==> src/rtl/alu_ctrl_pkg.sv <==
// Shared constants, state/extension enums and the immediate extension helper
// for the ALU control sequencer.
package alu_ctrl_pkg;

    localparam logic [5:0] ALU_ADD  = 6'b000000;
    localparam logic [5:0] ALU_SUB  = 6'b000001;
    localparam logic [5:0] ALU_AND  = 6'b000010;
    localparam logic [5:0] ALU_NOR  = 6'b000011;
    localparam logic [5:0] ALU_OR   = 6'b000100;
    localparam logic [5:0] ALU_SLT  = 6'b000101;
    localparam logic [5:0] ALU_ADDI = 6'b000110;
    localparam logic [5:0] ALU_ANDI = 6'b000111;
    localparam logic [5:0] ALU_SUBI = 6'b001000;
    localparam logic [5:0] ALU_ORI  = 6'b001001;
    localparam logic [5:0] ALU_SLTI = 6'b001101;

    localparam logic [5:0] OP_RTYPE = 6'h00;
    localparam logic [5:0] OP_ADDI  = 6'h08;
    localparam logic [5:0] OP_SLTI  = 6'h0A;
    localparam logic [5:0] OP_ANDI  = 6'h0C;
    localparam logic [5:0] OP_ORI   = 6'h0D;
    localparam logic [5:0] OP_SUBI  = 6'h18;

    localparam logic [5:0] FN_ADD = 6'h20;
    localparam logic [5:0] FN_SUB = 6'h22;
    localparam logic [5:0] FN_AND = 6'h24;
    localparam logic [5:0] FN_OR  = 6'h25;
    localparam logic [5:0] FN_NOR = 6'h27;
    localparam logic [5:0] FN_SLT = 6'h2A;

    typedef enum logic [1:0] {IDLE, DECODE, EXEC, WB} state_t;
    typedef enum logic {ZERO, SIGN} ext_t;

    function automatic logic [31:0] extend_imm(input logic [15:0] imm, input ext_t ext);
        return (ext == SIGN) ? {{16{imm[15]}}, imm} : {16'h0000, imm};
    endfunction

endpackage

==> src/rtl/alu_ctrl_decode.sv <==
// Combinational instruction decoder: opcode/funct to ALU code and controls.
// Immediate opcodes decode only when ALU_CTRL_IMM_EN is defined.
module alu_ctrl_decode
    import alu_ctrl_pkg::*;
(
    input  logic [5:0] opcode,
    input  logic [5:0] funct,
    output logic [5:0] alu_code,
    output logic       alu_src,
    output ext_t       ext_sel,
    output logic       wr_rt,
    output logic       illegal
);

    always_comb begin
        alu_code = ALU_ADD;
        alu_src  = 1'b0;
        ext_sel  = SIGN;
        wr_rt    = 1'b0;
        illegal  = 1'b0;
        case (opcode)
            OP_RTYPE: begin
                case (funct)
                    FN_ADD:  alu_code = ALU_ADD;
                    FN_SUB:  alu_code = ALU_SUB;
                    FN_AND:  alu_code = ALU_AND;
                    FN_OR:   alu_code = ALU_OR;
                    FN_NOR:  alu_code = ALU_NOR;
                    FN_SLT:  alu_code = ALU_SLT;
                    default: illegal  = 1'b1;
                endcase
            end
`ifdef ALU_CTRL_IMM_EN
            OP_ADDI: begin alu_code = ALU_ADDI; alu_src = 1'b1; wr_rt = 1'b1; end
            OP_SLTI: begin alu_code = ALU_SLTI; alu_src = 1'b1; wr_rt = 1'b1; end
            OP_SUBI: begin alu_code = ALU_SUBI; alu_src = 1'b1; wr_rt = 1'b1; end
            OP_ANDI: begin alu_code = ALU_ANDI; alu_src = 1'b1; wr_rt = 1'b1; ext_sel = ZERO; end
            OP_ORI:  begin alu_code = ALU_ORI;  alu_src = 1'b1; wr_rt = 1'b1; ext_sel = ZERO; end
`endif
            default: illegal = 1'b1;
        endcase
    end

endmodule

==> src/rtl/alu_ctrl_sequencer.sv <==
// Multi-cycle ALU control front end: accepts one instruction, steps it through
// DECODE/EXEC/WB and strobes reg_write. Immediate support: ALU_CTRL_IMM_EN.
module alu_ctrl_sequencer
    import alu_ctrl_pkg::*;
#(
    parameter bit IDLE_READY = 1'b1
) (
    input  logic        clk,
    input  logic        reset,
    input  logic        instr_valid,
    input  logic [31:0] instr,
    output logic        instr_ready,
    input  logic        flush,
    output logic [5:0]  alu_control_out,
    output logic        alu_src,
    output logic [31:0] imm_ext,
    output logic [4:0]  rs_addr,
    output logic [4:0]  rt_addr,
    output logic        reg_write,
    output logic [4:0]  write_reg,
    output logic        illegal,
    output logic        busy,
    output logic [1:0]  dbg_state
);

    // Handshake: an instruction transfers on a rising edge where
    // instr_valid && instr_ready; instr must be stable while instr_valid is high.

    state_t      state;
    logic        reg_write_q;
    logic        illegal_q;
    logic [5:0]  dec_code;
    logic        dec_src;
    ext_t        dec_ext;
    logic        dec_wr_rt;
    logic        dec_illegal;
    logic        accept;
    logic [31:0] imm_d;

    alu_ctrl_decode u_decode (
        .opcode   (instr[31:26]),
        .funct    (instr[5:0]),
        .alu_code (dec_code),
        .alu_src  (dec_src),
        .ext_sel  (dec_ext),
        .wr_rt    (dec_wr_rt),
        .illegal  (dec_illegal)
    );

    assign instr_ready = (state == IDLE) && IDLE_READY && !flush;
    assign accept      = instr_valid && instr_ready;
    // R-type (and every opcode when immediates are disabled) yields alu_src=0, so imm_ext is 0.
    assign imm_d       = dec_src ? extend_imm(instr[15:0], dec_ext) : 32'h0;

    // A flush landing on the strobe cycle must cancel it within the same cycle.
    assign reg_write = reg_write_q && !flush;
    assign illegal   = illegal_q && !flush;
    assign busy      = (state != IDLE);
    assign dbg_state = state;

    // Decoding happens at the accept edge so illegal is visible during DECODE.
    always_ff @(posedge clk) begin
        if (reset) begin
            state           <= IDLE;
            alu_control_out <= 6'b000000;
            alu_src         <= 1'b0;
            imm_ext         <= 32'h0;
            rs_addr         <= 5'd0;
            rt_addr         <= 5'd0;
            write_reg       <= 5'd0;
            reg_write_q     <= 1'b0;
            illegal_q       <= 1'b0;
        end else begin
            reg_write_q <= 1'b0;
            illegal_q   <= 1'b0;
            case (state)
                IDLE: begin
                    if (accept) begin
                        state <= DECODE;
                        if (dec_illegal) begin
                            illegal_q <= 1'b1;
                        end else begin
                            alu_control_out <= dec_code;
                            alu_src         <= dec_src;
                            imm_ext         <= imm_d;
                            rs_addr         <= instr[25:21];
                            rt_addr         <= instr[20:16];
                            write_reg       <= dec_wr_rt ? instr[20:16] : instr[15:11];
                        end
                    end
                end
                DECODE: begin
                    if (flush || illegal_q) state <= IDLE;
                    else                    state <= EXEC;
                end
                EXEC: begin
                    if (flush) begin
                        state <= IDLE;
                    end else begin
                        state       <= WB;
                        reg_write_q <= (write_reg != 5'd0);
                    end
                end
                WB:      state <= IDLE;
                default: state <= IDLE;
            endcase
        end
    end

endmodule

==> config.mk <==
export PLATFORM = sky130hd
export DESIGN_NAME = alu_ctrl_sequencer
export DESIGN_NICKNAME = d
export VERILOG_FILES = /design/src/rtl/alu_ctrl_pkg.sv /design/src/rtl/alu_ctrl_decode.sv /design/src/rtl/alu_ctrl_sequencer.sv
export SDC_FILE = /design/constraint.sdc
export NUM_CORES = 1
export LEC_CHECK = 0
export BUFFER_PORTS_ARGS = -buffer_cell sky130_fd_sc_hd__buf_2
export CAP_MARGIN = 25
export CORE_MARGIN = 4
export CORE_UTILIZATION = 40
export DETAILED_ROUTE_END_ITERATION = 8
export PLACE_DENSITY = 0.92
export REMOVE_ABC_BUFFERS = 1
export SLEW_MARGIN = 30
export SYNTH_ARGS = -nofsm -noshare
export SYNTH_HDL_FRONTEND = slang
export SYNTH_SLANG_ARGS = --single-unit
==> constraint.sdc <==
create_clock -name clk -period 2 [get_ports clk]
set_clock_uncertainty 0.05 [all_clocks]
set_input_delay 0.4 -clock clk [delete_from_list [all_inputs] [get_ports clk]]
set_output_delay 0.4 -clock clk [all_outputs]
set_load 0.1 [all_outputs]
Word level (Yosys, flattened, before mapping)
Index checks and enable logic that the tools add are counted.
Widths: inputs -> output; s select.
- word-level logic and storage cells: 44
- register bits after elaboration: 25
- output and inout port bits: 60
- input bits: 36
- reduce and logical (&&, ||, !) cells: 14
- muxes and demuxes: 9
- equality and inequality tests: 10
- bitwise logic cells: 4
- operators by type and width (cell ; count):
    $eq 6x6->1 const B ; 6
    $pmux 3 s5 ; 1
    $pmux 2 s4 ; 1
    $logic_not 6->1 ; 1
    $mux 2 ; 3
    $mux 6 ; 1
    $reduce_or 3->1 ; 2
    $reduce_or 6->1 ; 1
    $reduce_bool 5->1 ; 1
    $eq 2x2->1 const B ; 2
    $logic_and 1x1->1 ; 4
    $not 1->1 ; 4
    $mux 1 ; 3
    $reduce_and 3->1 ; 1
    $eq 2x1->1 const B ; 1
    $logic_not 2->1 ; 1
    $ne 2x2->1 const B ; 1
    $reduce_bool 2->1 ; 1
    $logic_not 1->1 ; 1
    $logic_or 1x1->1 ; 1

Logic depth before layout (Yosys ltp)
- depth after elaboration: 6
- gate-level depth with buffers: 6
- mapped depth without buffers: 4

By module
From an unflattened synthesis, not the netlist that was laid out.
- cells, all modules: 240
- area, all modules: 2037.0 um2
- by module, submodules not included (module ; area each (um2) ; instances ; seq. area each (um2) ; cells each):
    alu_ctrl_sequencer ; 1856.8 ; 1 ; 860.8 ; 217
    alu_ctrl_decode ; 180.2 ; 1 ; 0.0 ; 23

Least setup slack after synthesis
OpenSTA, ideal clock, no wires.
- kind: register to register
- start point: register state[1] (netlist: dbg_state[1])
- end point: register write_reg[2]
- stages on the path, launching flop included: 7
- buffers on the path: 2
- path slack: -2.072 ns
- data arrival time: 3.890 ns
- setup time: 0.132 ns
- clock period less this slack: 4.072 ns
- required time: 1.818 ns
- cell sequence: dfxtp_1 > nor3_1 > nand4_1 > clkbuf_1 > clkbuf_1 > o21ai_1 > a21oi_1
- cells in the longest elaborated chain, start to end: 4
- ends and longest elaborated chain (element ; line ; source):
    start: declaration ; alu_ctrl_sequencer.sv:29 ; state_t state;
    start signal: assignment ; alu_ctrl_sequencer.sv:64 ; state <= IDLE;
    start signal: assignment ; alu_ctrl_sequencer.sv:79 ; state <= DECODE;
    start signal: assignment ; alu_ctrl_sequencer.sv:93 ; if (flush || illegal_q) state <= IDLE;
    $logic_not 2->1 ; alu_ctrl_sequencer.sv:50 ; assign instr_ready = (state == IDLE) && IDLE_READY && !flush;
    $logic_and 1x1->1 ; alu_ctrl_sequencer.sv:50 ;
    net instr_ready ; alu_ctrl_sequencer.sv:12 ; output logic instr_ready,
    $logic_and 1x1->1 ; alu_ctrl_sequencer.sv:51 ; assign accept = instr_valid && instr_ready;
    $reduce_and 3->1 (no line) ; -- ;
    end signal: assignment ; alu_ctrl_sequencer.sv:88 ; write_reg <= dec_wr_rt ? instr[20:16] : instr[15:11];
    end: declaration ; alu_ctrl_sequencer.sv:20 ; output logic [4:0] write_reg,
The timed path passes the listed nets, and every way through them passes these cells.
A chain may end at the register's enable or synchronous reset.

Worst setup path in the final report
- start point: register state[1] (netlist: dbg_state[1])
- end point: output busy
- cells in the longest elaborated chain, start to end: 1
- ends and longest elaborated chain (element ; line ; source):
    $reduce_bool 2->1 ; alu_ctrl_sequencer.sv:58 ; assign busy = (state != IDLE);
    end: declaration ; alu_ctrl_sequencer.sv:22 ; output logic busy,
Every way passes these cells.

==> results.py <==
metrics = {
    "placement": {
        "dpl.cell_count": 250,
        "gpl.final_weighted_congestion": 0.668,
        "post_detail_place_hpwl_um": 2350,
        "io_buffers": 54,
    },
    "pwr": {
        "power_density_nw_per_um2": 714,
        "leakage_nw": 0.707,
        "ir_drop_mv": 0.366,
    },
    "floorplan": {
        "pin_count": 96,
        "dieArea_um2": 4200,
        "chipWidth_um": 64.8,
        "core_area_um2": 3080,
        "placementRows": 20,
        "start_util_pct": 42.0,
        "floorplan.die.height_um": 64.8,
    },
    "hold_path": {
        "hold_class": "in2reg",
    },
    "routing": {
        "drt_first_pass_iters": 4,
        "route.final.wire_length_um": 3140,
        "detailedRoute.firstIterationViolations": 32,
        "via_per_inst": 4.77,
        "remaining_drc_errors": 0,
        "ant_nets": 0,
        "num_vias": 1206,
        "wl_per_cell_um": 12.4,
    },
    "global_routing": {
        "grt_pass1_vias": 1057,
        "grt_usage_pct": 13.9,
        "grt_start_max_net_pins": 22,
        "grt_overflow_total": 0,
        "antenna_found_initial": 0,
        "wire_length_of_the_first_global_routing_pass_um": 4660,
    },
    "sta": {
        "timing.final.setup_violations": 0,
        "max_freq_ghz": 0.572,
        "finalCritPeriodShare_pct": 87.4,
        "rsz0062_at_grt": "no",
        "final-hold-violation-count": 0,
        "final.min_clock_period_ns": 1.75,
        "slew_violations": 0,
    },
    "setup_path": {
        "timing.setup.critical_path_class": "reg2out",
        "cp-end-kind": "primary output",
        "critPathRequiredTime_ns": 1.55,
        "worst-path-max-fanout": 7,
        "timing.critical_path.arrival_ns": 1.30,
        "setup.worst_path.start_class": "flip-flop",
    },
    "layout": {
        "finish.utilization_pct": 49.3,
        "num_antenna_cells": 0,
        "fraction_of_final_layout_cells_with_drive_strength_greater_than_1_pct": 32.1,
        "layout-area-overhead-vs-synth_pct": 17.6,
        "final_net_count": 247,
        "final_cells": 253,
    },
    "logic_synthesis": {
        "synth_area_um2": 1290,
        "postSynthRegisterBits": 22,
        "avgSynthCellArea_um2": 8.28,
        "post_synth_inst_count": 156,
        "synth_cell_types": 31,
        "synth-seq-area-share_pct": 34.1,
        "yosysWarnings": 0,
    },
    "flow_run": {
        "maxCapViolations": 0,
    },
    "clocking": {
        "cts-root-to-sink-buffers": 2,
        "clock_tree_from_tritoncts": "yes",
        "cts.root.buffer_cell": "sky130_fd_sc_hd__clkbuf_4",
        "clock_tree.htree_level_count": 1,
        "cts.reportedPaths.clkPinSlew_ns": 0.11,
        "cts-buffers-inserted": 3,
        "post_cts_resize_count": 0,
        "cts_setup_buffers": 0,
        "clock_sinks": 22,
        "post_cts_hold_buffer_count": 0,
        "worstSkewPairLatency_ns": 0.30,
    },
    "outcome": {
        "outcome": "complete, no violations",
    },
}
==> cells in the mapped netlist <==
library cell,instances,area (µm²)
sky130_fd_sc_hd__o21a_1,2,15.0
sky130_fd_sc_hd__dfxtp_1,22,440
sky130_fd_sc_hd__or2_2,1,6.26
sky130_fd_sc_hd__nand4b_1,1,8.76
sky130_fd_sc_hd__o21ai_1,11,55.1
sky130_fd_sc_hd__and3b_1,1,8.76
sky130_fd_sc_hd__or4_1,1,7.51
sky130_fd_sc_hd__nor2b_1,2,12.5
sky130_fd_sc_hd__nand3b_1,1,7.51
sky130_fd_sc_hd__a21oi_1,20,100
sky130_fd_sc_hd__or4bb_1,1,11.3
sky130_fd_sc_hd__nand2b_1,1,6.26
sky130_fd_sc_hd__nand2_1,2,7.51
sky130_fd_sc_hd__xor2_1,1,8.76
sky130_fd_sc_hd__o21ai_0,9,45.0
sky130_fd_sc_hd__nor4b_1,1,8.76
sky130_fd_sc_hd__nor4b_4,1,23.8
sky130_fd_sc_hd__nor3_1,5,25.0
sky130_fd_sc_hd__mux2i_1,1,10.0
sky130_fd_sc_hd__buf_2,3,15.0
sky130_fd_sc_hd__mux2_4,1,15.0
sky130_fd_sc_hd__nor2_1,4,15.0
sky130_fd_sc_hd__o21a_4,1,15.0
sky130_fd_sc_hd__and2_1,1,6.26
sky130_fd_sc_hd__nor4_1,1,6.26
sky130_fd_sc_hd__inv_1,1,3.75
sky130_fd_sc_hd__buf_1,1,3.75
sky130_fd_sc_hd__buf_4,37,278
sky130_fd_sc_hd__conb_1,1,3.75
sky130_fd_sc_hd__clkbuf_1,4,15.0
sky130_fd_sc_hd__nand4_1,17,106
==> worst max-delay path: stages (launching register included) <==
cell                      delay [ns]
sky130_fd_sc_hd__dfxtp_1        0.43
sky130_fd_sc_hd__or2_2          0.15
sky130_fd_sc_hd__buf_2          0.42
==> area by class of cell <==
| class | instances | area, µm² |
|---|---|---|
| fill | 319 | 1560 |
| multi-input combinational | 123 | 667 |
| sequential | 22 | 440 |
| timing repair buffer | 60 | 330 |
| tap | 44 | 55.1 |
| clock buffer | 3 | 22.5 |
| inverter | 1 | 3.75 |
==> path summary, 6_finish.rpt <==
path | start | end | slack [ns] | cells past startpoint
worst max-delay path | dbg_state[1] | busy | 0.25 | 2
worst min-delay path | instr_valid | dbg_state[0] | 0.28 | 2
worst max register to register | dbg_state[1] | rt_addr[0] | 0.46 | 6
worst min register to register | rt_addr[4] | rt_addr[4] | 0.43 | 2
==> cells by family (layout without fill, tap and decap cells) <==
logic type      count (synthesis)  in the layout  share of synthesized area, %
buf+inv                        46             64                          24.4
compound gates                 43             43                          17.8
simple gates                   41             41                          20.7
flops                          22             22                          34.1
mux                             2              2                          1.94
other cells                     1             36                         0.290
xor+xnor                        1              1                         0.678
==> where the power goes <==
part / total [W] / switching [W] / internal [W]
Sequential: 0.000442 / 0.00000209 / 0.000440
Clock: 0.000196 / 0.000126 / 0.0000702
Combinational: 0.000446 / 0.000392 / 0.0000537
==> per-stage QoR <==
stage	hold WS [ns]	setup WS [ns]	area (µm²)	TNS, ns	total power [W]
after floorplan	0.419	-3.06	1110	-51.08	0.000820
after global placement	0.404	0.190	1500	0	0.000893
after detailed placement	0.415	0.166	1500	0	0.000895
after CTS	0.277	0.239	1520	0	0.00109
after global routing	0.257	0.168	1520	0	0.00113
final	0.284	0.251	1520	0	0.00108
==> routing by layer <==
metal	GRT usage [%]	wire, µm	part of all wire, %
met1	15.3	1270	40
met2	25.4	1470	47
met3	5.03	384	12
met4	2.90	10	0.32
met5	0	0	0
==> placed cells by master (no fill, tap or decap), types with 2 or more instances in the layout <==
master,count
sky130_fd_sc_hd__nor3_1,5
sky130_fd_sc_hd__o21a_1,2
sky130_fd_sc_hd__conb_1,36
sky130_fd_sc_hd__nor2_1,4
sky130_fd_sc_hd__o21ai_1,11
sky130_fd_sc_hd__buf_4,6
sky130_fd_sc_hd__o21ai_0,9
sky130_fd_sc_hd__buf_2,53
sky130_fd_sc_hd__dfxtp_1,22
sky130_fd_sc_hd__clkbuf_4,3
sky130_fd_sc_hd__a21oi_1,20
sky130_fd_sc_hd__nand4_1,17
sky130_fd_sc_hd__nand2_1,2
sky130_fd_sc_hd__nor2b_1,2
Note: power is estimated with default switching activity, not from simulation.
